File: src/rtl/cache_pkg.sv
// cache_pkg: shared line geometry, line-buffer FSM states and address helpers
package cache_pkg;
   localparam int LINE_W = 256;
   localparam int WORDS  = 8;
   localparam int OFFS_W = 3;
   typedef enum logic [2:0] {
      ST_IDLE      = 3'd0,
      ST_WB_WRITE  = 3'd1,
      ST_WB_DONE   = 3'd2,
      ST_FILL_READ = 3'd3,
      ST_FILL_DONE = 3'd4
   } state_e;
   // Clears the word-offset bits; addresses up to 64 bits wide are accepted.
   function automatic logic [63:0] line_base(input logic [63:0] addr, input int offs_w);
      return addr & ~((64'd1 << offs_w) - 64'd1);
   endfunction
endpackage

File: src/rtl/line_word_seq.sv
// line_word_seq: word counter plus wrapping offset generator for one line transfer
// Ports:
//   clk_i, rst_ni  clock, asynchronous active-low reset
//   load_i         restart the sequence at start_i with counter 0
//   advance_i      current word is done, step to the next one
//   start_i        first word offset (critical word for fills, 0 for write-back)
//   cnt_o          words completed so far (one bit wider than the offset)
//   offset_o       word offset of the current word, wraps modulo WORDS
//   last_o         the current word is the final word of the line
module line_word_seq #(
   parameter int WORDS = 8
) (
   input  logic                       clk_i,
   input  logic                       rst_ni,
   input  logic                       load_i,
   input  logic                       advance_i,
   input  logic [$clog2(WORDS)-1:0]   start_i,
   output logic [$clog2(WORDS):0]     cnt_o,
   output logic [$clog2(WORDS)-1:0]   offset_o,
   output logic                       last_o
);
   localparam int OW = $clog2(WORDS);
   localparam logic [OW:0] ONE = 1;
   logic [OW-1:0] start_q, start_d;
   logic [OW:0]   cnt_q, cnt_d;
   always_comb begin
      start_d = load_i ? start_i : start_q;
      cnt_d   = load_i ? '0 : advance_i ? cnt_q + ONE : cnt_q;
   end
   always_ff @(posedge clk_i or negedge rst_ni) begin
      if (!rst_ni) begin
         start_q <= '0;
         cnt_q   <= '0;
      end else begin
         start_q <= start_d;
         cnt_q   <= cnt_d;
      end
   end
   // Offset arithmetic is OW bits wide, so the wrap to word 0 is free.
   assign offset_o = start_q + cnt_q[OW-1:0];
   assign last_o   = &cnt_q[OW-1:0];
   assign cnt_o    = cnt_q;
endmodule

File: src/rtl/dcache_line_buffer.sv
// dcache_line_buffer: memory-side line-fill and victim write-back engine for the data cache
// Ports:
//   Clk, Rst                 clock, asynchronous active-low reset
//   LB_Enable, Miss_Addr     fill request and missing word address
//   LB_FirstWord/CritWord    registered pulse with the critical word
//   LB_Completed             pulse: LB_LineData / LB_LineAddr valid
//   LW_Enable, Victim_Addr   write-back request and victim line address
//   oLineData                victim line, captured when the write-back starts
//   LineWriteBufAddr         line-aligned Miss_Addr for the cache victim read
//   LW_Completed             pulse: every victim word acknowledged
//   Mem_*                    single-word request/acknowledge memory bus
module dcache_line_buffer #(
   parameter int WORDS  = 8,
   parameter int ADDR_W = 32
) (
   input  logic                  Clk,
   input  logic                  Rst,
   input  logic                  LB_Enable,
   input  logic [ADDR_W-1:0]     Miss_Addr,
   output logic                  LB_FirstWord,
   output logic [31:0]           LB_CritWord,
   output logic                  LB_Completed,
   output logic [WORDS*32-1:0]   LB_LineData,
   output logic [ADDR_W-1:0]     LB_LineAddr,
   input  logic                  LW_Enable,
   input  logic [ADDR_W-1:0]     Victim_Addr,
   input  logic [WORDS*32-1:0]   oLineData,
   output logic [ADDR_W-1:0]     LineWriteBufAddr,
   output logic                  LW_Completed,
   output logic                  Mem_Req,
   output logic                  Mem_RW,
   output logic [ADDR_W-1:0]     Mem_Addr,
   output logic [31:0]           Mem_WData,
   input  logic [31:0]           Mem_RData,
   input  logic                  Mem_Ack
);
   import cache_pkg::*;
   localparam int OW = $clog2(WORDS);
   localparam int LW = WORDS * 32;
   state_e            state_q, state_d;
   logic [LW-1:0]     victim_q, victim_d, line_q, line_d;
   logic [ADDR_W-1:0] vaddr_q, vaddr_d, laddr_q, laddr_d;
   logic [31:0]       crit_q, crit_d;
   logic              first_q, first_d;
   logic              seq_load, seq_adv, seq_last;
   logic [OW-1:0]     seq_start, seq_off;
   logic [OW:0]       seq_cnt;
   logic [ADDR_W-1:0] miss_base;
   assign miss_base = ADDR_W'(line_base(64'(Miss_Addr), OW));
   line_word_seq #(.WORDS(WORDS)) u_seq (
      .clk_i     (Clk),
      .rst_ni    (Rst),
      .load_i    (seq_load),
      .advance_i (seq_adv),
      .start_i   (seq_start),
      .cnt_o     (seq_cnt),
      .offset_o  (seq_off),
      .last_o    (seq_last)
   );
   // Mem_Ack only counts while a word is actually requested.
   assign seq_adv = Mem_Ack && (state_q == ST_WB_WRITE || state_q == ST_FILL_READ);
   always_comb begin
      state_d   = state_q;
      victim_d  = victim_q;
      vaddr_d   = vaddr_q;
      laddr_d   = laddr_q;
      line_d    = line_q;
      crit_d    = crit_q;
      first_d   = 1'b0;
      seq_load  = 1'b0;
      seq_start = '0;
      case (state_q)
         ST_IDLE: begin
            // Write-back wins a tie; a held LB_Enable is served on a later IDLE.
            if (LW_Enable) begin
               victim_d = oLineData;
               vaddr_d  = Victim_Addr;
               seq_load = 1'b1;
               state_d  = ST_WB_WRITE;
            end else if (LB_Enable) begin
               laddr_d   = miss_base;
               seq_start = Miss_Addr[OW-1:0];
               seq_load  = 1'b1;
               state_d   = ST_FILL_READ;
            end
         end
         ST_WB_WRITE:  state_d = (seq_adv && seq_last) ? ST_WB_DONE : ST_WB_WRITE;
         ST_FILL_READ: begin
            if (seq_adv) begin
               line_d[seq_off*32 +: 32] = Mem_RData;
               if (seq_cnt == '0) begin
                  crit_d  = Mem_RData;
                  first_d = 1'b1;
               end
               if (seq_last) state_d = ST_FILL_DONE;
            end
         end
         default:      state_d = ST_IDLE;
      endcase
   end
   always_ff @(posedge Clk or negedge Rst) begin
      if (!Rst) begin
         state_q  <= ST_IDLE;
         victim_q <= '0;
         vaddr_q  <= '0;
         laddr_q  <= '0;
         line_q   <= '0;
         crit_q   <= '0;
         first_q  <= 1'b0;
      end else begin
         state_q  <= state_d;
         victim_q <= victim_d;
         vaddr_q  <= vaddr_d;
         laddr_q  <= laddr_d;
         line_q   <= line_d;
         crit_q   <= crit_d;
         first_q  <= first_d;
      end
   end
   assign Mem_Req          = state_q == ST_WB_WRITE || state_q == ST_FILL_READ;
   assign Mem_RW           = state_q == ST_WB_WRITE;
   assign Mem_Addr         = !Mem_Req ? '0 : (Mem_RW ? vaddr_q : laddr_q) | ADDR_W'(seq_off);
   assign Mem_WData        = Mem_RW ? victim_q[seq_off*32 +: 32] : '0;
   assign LW_Completed     = state_q == ST_WB_DONE;
   assign LB_Completed     = state_q == ST_FILL_DONE;
   assign LB_FirstWord     = first_q;
   assign LB_CritWord      = crit_q;
   assign LB_LineData      = line_q;
   assign LB_LineAddr      = laddr_q;
   assign LineWriteBufAddr = miss_base;
endmodule

File: config.mk
export PLATFORM = sky130hd
export DESIGN_NAME = dcache_line_buffer
export DESIGN_NICKNAME = d
export VERILOG_FILES = /design/src/rtl/cache_pkg.sv /design/src/rtl/line_word_seq.sv /design/src/rtl/dcache_line_buffer.sv
export SDC_FILE = /design/constraint.sdc
export NUM_CORES = 1
export LEC_CHECK = 0
export BUFFER_PORTS_ARGS = -buffer_cell sky130_fd_sc_hd__buf_2
export CAP_MARGIN = 10
export CORE_AREA = 2 2 302 304
export CTS_CLUSTER_SIZE = 25
export DETAILED_ROUTE_END_ITERATION = 12
export DIE_AREA = 0 0 304 306
export PLACE_DENSITY_LB_ADDON = 0.2
export SLEW_MARGIN = 40
export SYNTH_ARGS = -nofsm -noshare
export SYNTH_HDL_FRONTEND = slang
export SYNTH_SLANG_ARGS = --single-unit
File: constraint.sdc
create_clock -name Clk -period 6.63 [get_ports Clk]
set_input_delay 0.3315 -clock Clk [delete_from_list [all_inputs] [get_ports Clk]]
set_output_delay 0.3315 -clock Clk [all_outputs]
set_load 0.01 [all_outputs]
# Yosys cells after proc, flatten, opt, wreduce, memory -nomap -nowiden
# Cells that the tools add are included.
word_totals:
  register_bits: 616
  input_bits: 357
classes:
  addsub: 3
  eq_ne: 7
  n_shift: 3
  muxes: 21
  n_bitwise: 2
  reduce_logical: 12
op_table:
  columns: ["cell", "n"]
  rows:
  - ["bitwise mux 256 bit", 1]
  - ["variable shift 32 x 34 -> 256 bit (first input constant)", 1]
  - ["variable part select 256 x 9 -> 32 bit", 1]
  - ["variable part select 32 x 34 -> 256 bit", 1]
  - ["two-way mux 32 bit", 3]
  - ["negation 8 -> 34 bit", 1]
  - ["OR 32 x 3 -> 32 bit", 1]
  - ["two-way mux 3 bit", 7]
  - ["AND reduction 3 bit", 4]
  - ["case mux 3 bit (3 select lines)", 1]
  - ["two-way mux 4 bit", 2]
  - ["equality test 3 x 2 -> 1 bit (second input constant)", 2]
  - ["two-way mux 1 bit", 6]
  - ["adder 4 x 1 -> 4 bit (second input constant)", 1]
  - ["logical NOT 4 bit", 1]
  - ["inequality test 2 bit (second input constant)", 2]
  - ["AND reduction 2 bit", 2]
  - ["adder 3 bit", 1]
  - ["equality test 3 x 1 -> 1 bit (second input constant)", 1]
  - ["equality test 3 bit (second input constant)", 1]
  - ["logical NOT 3 bit", 1]
  - ["inequality test 3 bit (second input constant)", 1]
  - ["logical AND 1 bit", 2]
  - ["two-way mux 2 bit", 1]
  - ["3 further kinds", 3]

# Depth between registers and ports, before layout
logic_depth:
  word_depth: 6
  ltp_mapped: 12
  mapped_depth_nobuf: 9

# Modules after synthesis
# Synthesis repeated with hierarchy kept, for this count alone.
unflattened:
  cells_unflattened: 1760
  hier_area_um2: 26603.0
modules_own_cells:
  columns: ["mod", "n_inst", "cells_each", "area_per_inst_um2", "seq_area_each_um2"]
  rows:
  - ["dcache_line_buffer", 1, 1733, 26246.4, 15239.6]
  - ["line_word_seq", 1, 27, 356.6, 175.2]

# Worst setup path before layout
# Ideal clock, no wire load.
synth_path:
  path_kind: "flip-flop to flip-flop"
  startpoint: "register u_seq.cnt_q[0] (netlist: u_seq.cnt_o[0])"
  endpoint: "register line_q[194] (netlist: LB_LineData[194])"
  setup_ns: 0.128
  t_arrival_ns: 3.472
  setup_slack_ns: 3.031
  path_stages_with_launch: 12
  n_path_buf: 2
  synth_period_minus_slack_ns: 3.599
  path_cell_list: "dfrtp_1 > ha_1 > inv_1 > fa_1 > xnor3_2 > inv_2 > clkbuf_1 > ha_1 > or4b_1 > a211oi_2 > buf_4 > mux2_1"
synth_via:
  elab_chain_cells: 4
  word_cells_on_any_way: 5
  cone_classes: "2 x add/sub; 2 x shift; 1 x mux"
synth_lines:
  columns: ["item", "line_no", "text"]
  rows:
  - ["from (decl)", "line_word_seq.sv:25", "logic [OW:0] cnt_q, cnt_d;"]
  - ["from (signal assigned)", "line_word_seq.sv:36", "cnt_q <= cnt_d;"]
  - ["adder 3 bit (*)", "line_word_seq.sv:40", "assign offset_o = start_q + cnt_q[OW-1:0];"]
  - ["negation 8 -> 34 bit (*)", "dcache_line_buffer.sv:90", "line_d[seq_off*32 +: 32] = Mem_RData;"]
  - ["variable part select 32 x 34 -> 256 bit or variable shift 32 x 34 -> 256 bit (tied branches)", "dcache_line_buffer.sv:90", null]
  - ["bitwise mux 256 bit (*)", "dcache_line_buffer.sv:90", null]
  - ["to (signal assigned)", "dcache_line_buffer.sv:115", "line_q <= line_d;"]
  - ["to (decl)", "dcache_line_buffer.sv:41", "logic [LW-1:0] victim_q, victim_d, line_q, line_d;"]
# Every way passes the cells marked *; elsewhere a longest branch is shown, timed or not.
# A chain may end at the register's enable or synchronous reset.

# Worst setup path after layout
layout_path:
  startpoint: "register u_seq.cnt_q[0] (netlist: u_seq.cnt_o[0])"
  endpoint: "register line_q[104] (netlist: LB_LineData[104])"
# The elaborated chain is that of the path after synthesis.

==> flow_metrics.py <==
metrics = {
    "outcome": {
        "status": "completed",
    },
    "setup_path": {
        "r2r_end": "LB_LineData[104]",
        "cpMostUsedCell": "buf_4",
        "slowest_stage": "ha_1",
        "critPathMaxFanout": 35,
        "r2r-start": "u_seq.cnt_o[0]",
        "startpoint": "u_seq.cnt_o[0]",
        "cp.required_ps": 7140,
        "worstPathCellList": "ha_4 -> inv_1 -> fa_4 -> xnor3_2 -> clkinv_2 -> ha_1 -> nor2b_1 -> nor3b_4 -> buf_4 -> buf_4 -> mux2_2",
        "slowest_delay_ps": 660,
        "critical-path-top-delay-family": "adder cells",
        "crit_path_end_kind": "register",
        "crit_path_start_kind": "register",
        "rr_worst_depth": 11,
        "path_buf_inv": 4,
        "cp.arrival_ps": 5000,
        "ff2ff_setup_slack_ps": 2140,
        "worst-setup-path-type": "register to register",
    },
    "clocking": {
        "cts_tree": "built",
        "post_cts_buffers": 0,
        "cts_num_sinks": 616,
        "hold_buffers": 326,
        "clkTransAtPathRegs_ps": 60,
        "htreeDepth": 3,
        "cts_resized": 0,
        "numCtsBuffers": 74,
        "cts_root_buffer": "clkbuf_16",
        "clk-insertion-delay-late_ps": 620,
        "clock_path_buffers": 3,
    },
    "global_route": {
        "grt_max_degree": 152,
        "top_usage_layer": "met2",
        "grt_usage_pct": 19.3,
        "grt_pass1_vias": 20200,
        "overflow": 0,
        "grt_pass1_wl_um": 135000,
        "use_met3_pct": 5.61,
        "grtUsageMet1_pct": 22.9,
        "antenna_found_initial": 15,
        "grt_use_met2_pct": 33.2,
    },
    "power": {
        "pwr-share-seq_pct": 35.5,
        "p_per_area_mw_per_mm2": 485,
        "ir_drop_uv": 305,
        "p_sw_share_pct": 36.0,
        "pwr-share-clk_pct": 22.8,
        "p_comb_share_pct": 41.7,
        "p_leak_nw": 18.1,
        "p_switching_mw": 6.45,
        "p_int_mw": 11.4,
    },
    "detailed_routing": {
        "num_vias": 18400,
        "viasPerCell": 4.60,
        "wire_per_inst_um": 22.9,
        "drc": 0,
        "wl_um": 91500,
        "dr.pass1.iters": 5,
        "antenna_left": 0,
        "drt_iter0_markers": 860,
    },
    "floorplanning": {
        "initial_core_util_pct": 29.2,
        "fp.coreArea_mm2": 0.0896,
        "dieArea_mm2": 0.0930,
        "pin_count": 778,
        "die_x_um": 304,
        "fp.dieH_um": 306,
        "std_cell_rows": 110,
    },
    "sta": {
        "slew_headroom_pct": 50.2,
        "skew_ps": 20.4,
        "worst_slew_pin_slew_ps": 746,
        "tns_ps": 0,
        "period_share_pct": 67.7,
        "max_freq_mhz": 223,
        "period_minus_slack_ps": 4490,
        "rsz0062_at_grt": "no",
        "drv_slew": 0,
        "final_hold_viol_count": 0,
        "setup_viol": 0,
    },
    "hold_path": {
        "hold_class": "input port to register",
        "holdPathEnd": "victim_q[163]",
        "min_path_cells": 2,
        "min-delay-start": "oLineData[163]",
    },
    "logic_synthesis": {
        "synth_common_cells": "dfrtp_1 (616), mux2_2 (537), buf_2 (66), nand2_1 (66), mux4_2 (64)",
        "synth_area_mm2": 0.0261,
        "yosysMostFrequentCell": "dfrtp_1",
        "synthTopCellsByArea": "dfrtp_1 (59%), mux2_2 (23%), mux4_2 (5.5%), mux2_4 (1.7%), mux2_1 (1.6%)",
        "yosysUniqueCellTypes": 47,
        "avgSynthCellArea_um2": 15.5,
        "ys_ff_latch": 616,
        "syn_inst": 1685,
        "ys_warn_count": 0,
        "synth_ff_type": "dfrtp_1",
        "yosysTopAreaCell": "dfrtp_1",
        "synth_edf_count": 0,
        "ys_seq_area_share_pct": 59.0,
        "async_flop_share_pct": 100,
        "post-synth-top-area-fraction_pct": 59.0,
    },
    "placed_design": {
        "dp_hpwl_um": 66700,
        "gp_congestion": 0.814,
        "port_buffers": 771,
    },
    "finish": {
        "drive_gt1_share_pct": 55.4,
        "area_delta_synth_final_pct": 41.2,
        "fin_util_pct": 41.2,
        "layout.nets": 3122,
    },
    "flow_run": {
        "cap_viol_max_count": 0,
    },
}
stage by stage:
| step | instance area, um^2 | cells | power [mW] | hold slack (ps) | setup WS, ps |
|---|---|---|---|---|---|
| after global routing | 36900 | 3994 | 19.0 | 28.0 | 1780 |
| after floorplan | 26200 | 1690 | 10.6 | 35.9 | 3030 |
| after detailed placement | 31100 | 3530 | 13.9 | 296 | 2270 |
| after CTS | 36800 | 3987 | 18.2 | 6.65 | 2260 |
| after global placement | 31000 | 3527 | 13.7 | 463 | 2190 |
| final | 36900 | 3996 | 17.9 | 47.3 | 2140 |
state kept, by name, summed over array words and instances, names as in the netlist:
name	cells
LB_CritWord	32
LB_FirstWord	1
LB_LineAddr	29
LB_LineData	256
state_q	3
u_seq.cnt_o	4
u_seq.start_q	3
vaddr_q	32
victim_q	256
final cells by class:
cell class	instances	area [um^2]
Antenna cell	7	17.5
Clock buffer	109	2140
Clock inverter	22	295
Fill cell	8453	52700
Inverter	12	46.3
Multi-Input combinational cell	927	10000
Sequential cell	616	15400
Tap cell	1176	1470
Timing Repair Buffer	1127	7490
cell usage in the layout, fill, tap and decap left out, types with 6 or more instances in the layout:
| master | n |
|---|---|
| buf_2 | 770 |
| dfrtp_1 | 615 |
| mux2_2 | 537 |
| dlygate4sd3_1 | 326 |
| clkbuf_16 | 76 |
| nand2_1 | 65 |
| mux4_2 | 64 |
| nor2_1 | 38 |
| mux2_1 | 38 |
| a21oi_1 | 37 |
| and2_1 | 34 |
| mux2i_1 | 31 |
| mux2_4 | 30 |
| clkbuf_1 | 22 |
| buf_4 | 18 |
| inv_1 | 11 |
| clkinv_2 | 11 |
| clkbuf_8 | 11 |
| diode_2 | 7 |
| conb_1 | 6 |
logic make-up after synthesis:
| family | after synthesis | synth area share [%] |
|---|---|---|
| buf+inv | 147 | 3.06 |
| compound gates | 49 | 1.12 |
| simple gates | 163 | 3.15 |
| xor+xnor | 2 | 0.124 |
| flops | 616 | 59.0 |
| other cells | 1 | 0.0143 |
| mux | 700 | 33.2 |
| fa+ha+maj | 7 | 0.364 |
power groups by stage:
| stage | Combinational, mW | Clock [mW] | Sequential (mW) |
|---|---|---|---|
| after floorplan | 4.12 | 0 | 6.44 |
| after global placement | 7.38 | 0 | 6.35 |
| after detailed placement | 7.47 | 0 | 6.43 |
| after CTS | 7.66 | 4.19 | 6.36 |
| after global routing | 8.06 | 4.36 | 6.57 |
| final | 7.46 | 4.08 | 6.36 |
per-layer routing:
| layer | share of wire (%) | vias up |
|---|---|---|
| met3 | 6.6 | 168 |
| met5 | 0.12 | - |
| met2 | 49 | 612 |
| met4 | 3.9 | 16 |
| met1 | 40 | 9406 |
| li1 | - | 8178 |
worst max path at each step:
stage	end	slack, ps	cells after the start
after floorplan	LB_LineData[194]	3030	11
after global placement	LB_LineData[104]	2190	10
after detailed placement	LB_LineData[102]	2270	11
after CTS	LB_LineData[96]	2260	11
after global routing	LB_LineData[116]	1780	11
final	LB_LineData[104]	2140	11
Note: power is estimated with default switching activity, not from simulation.
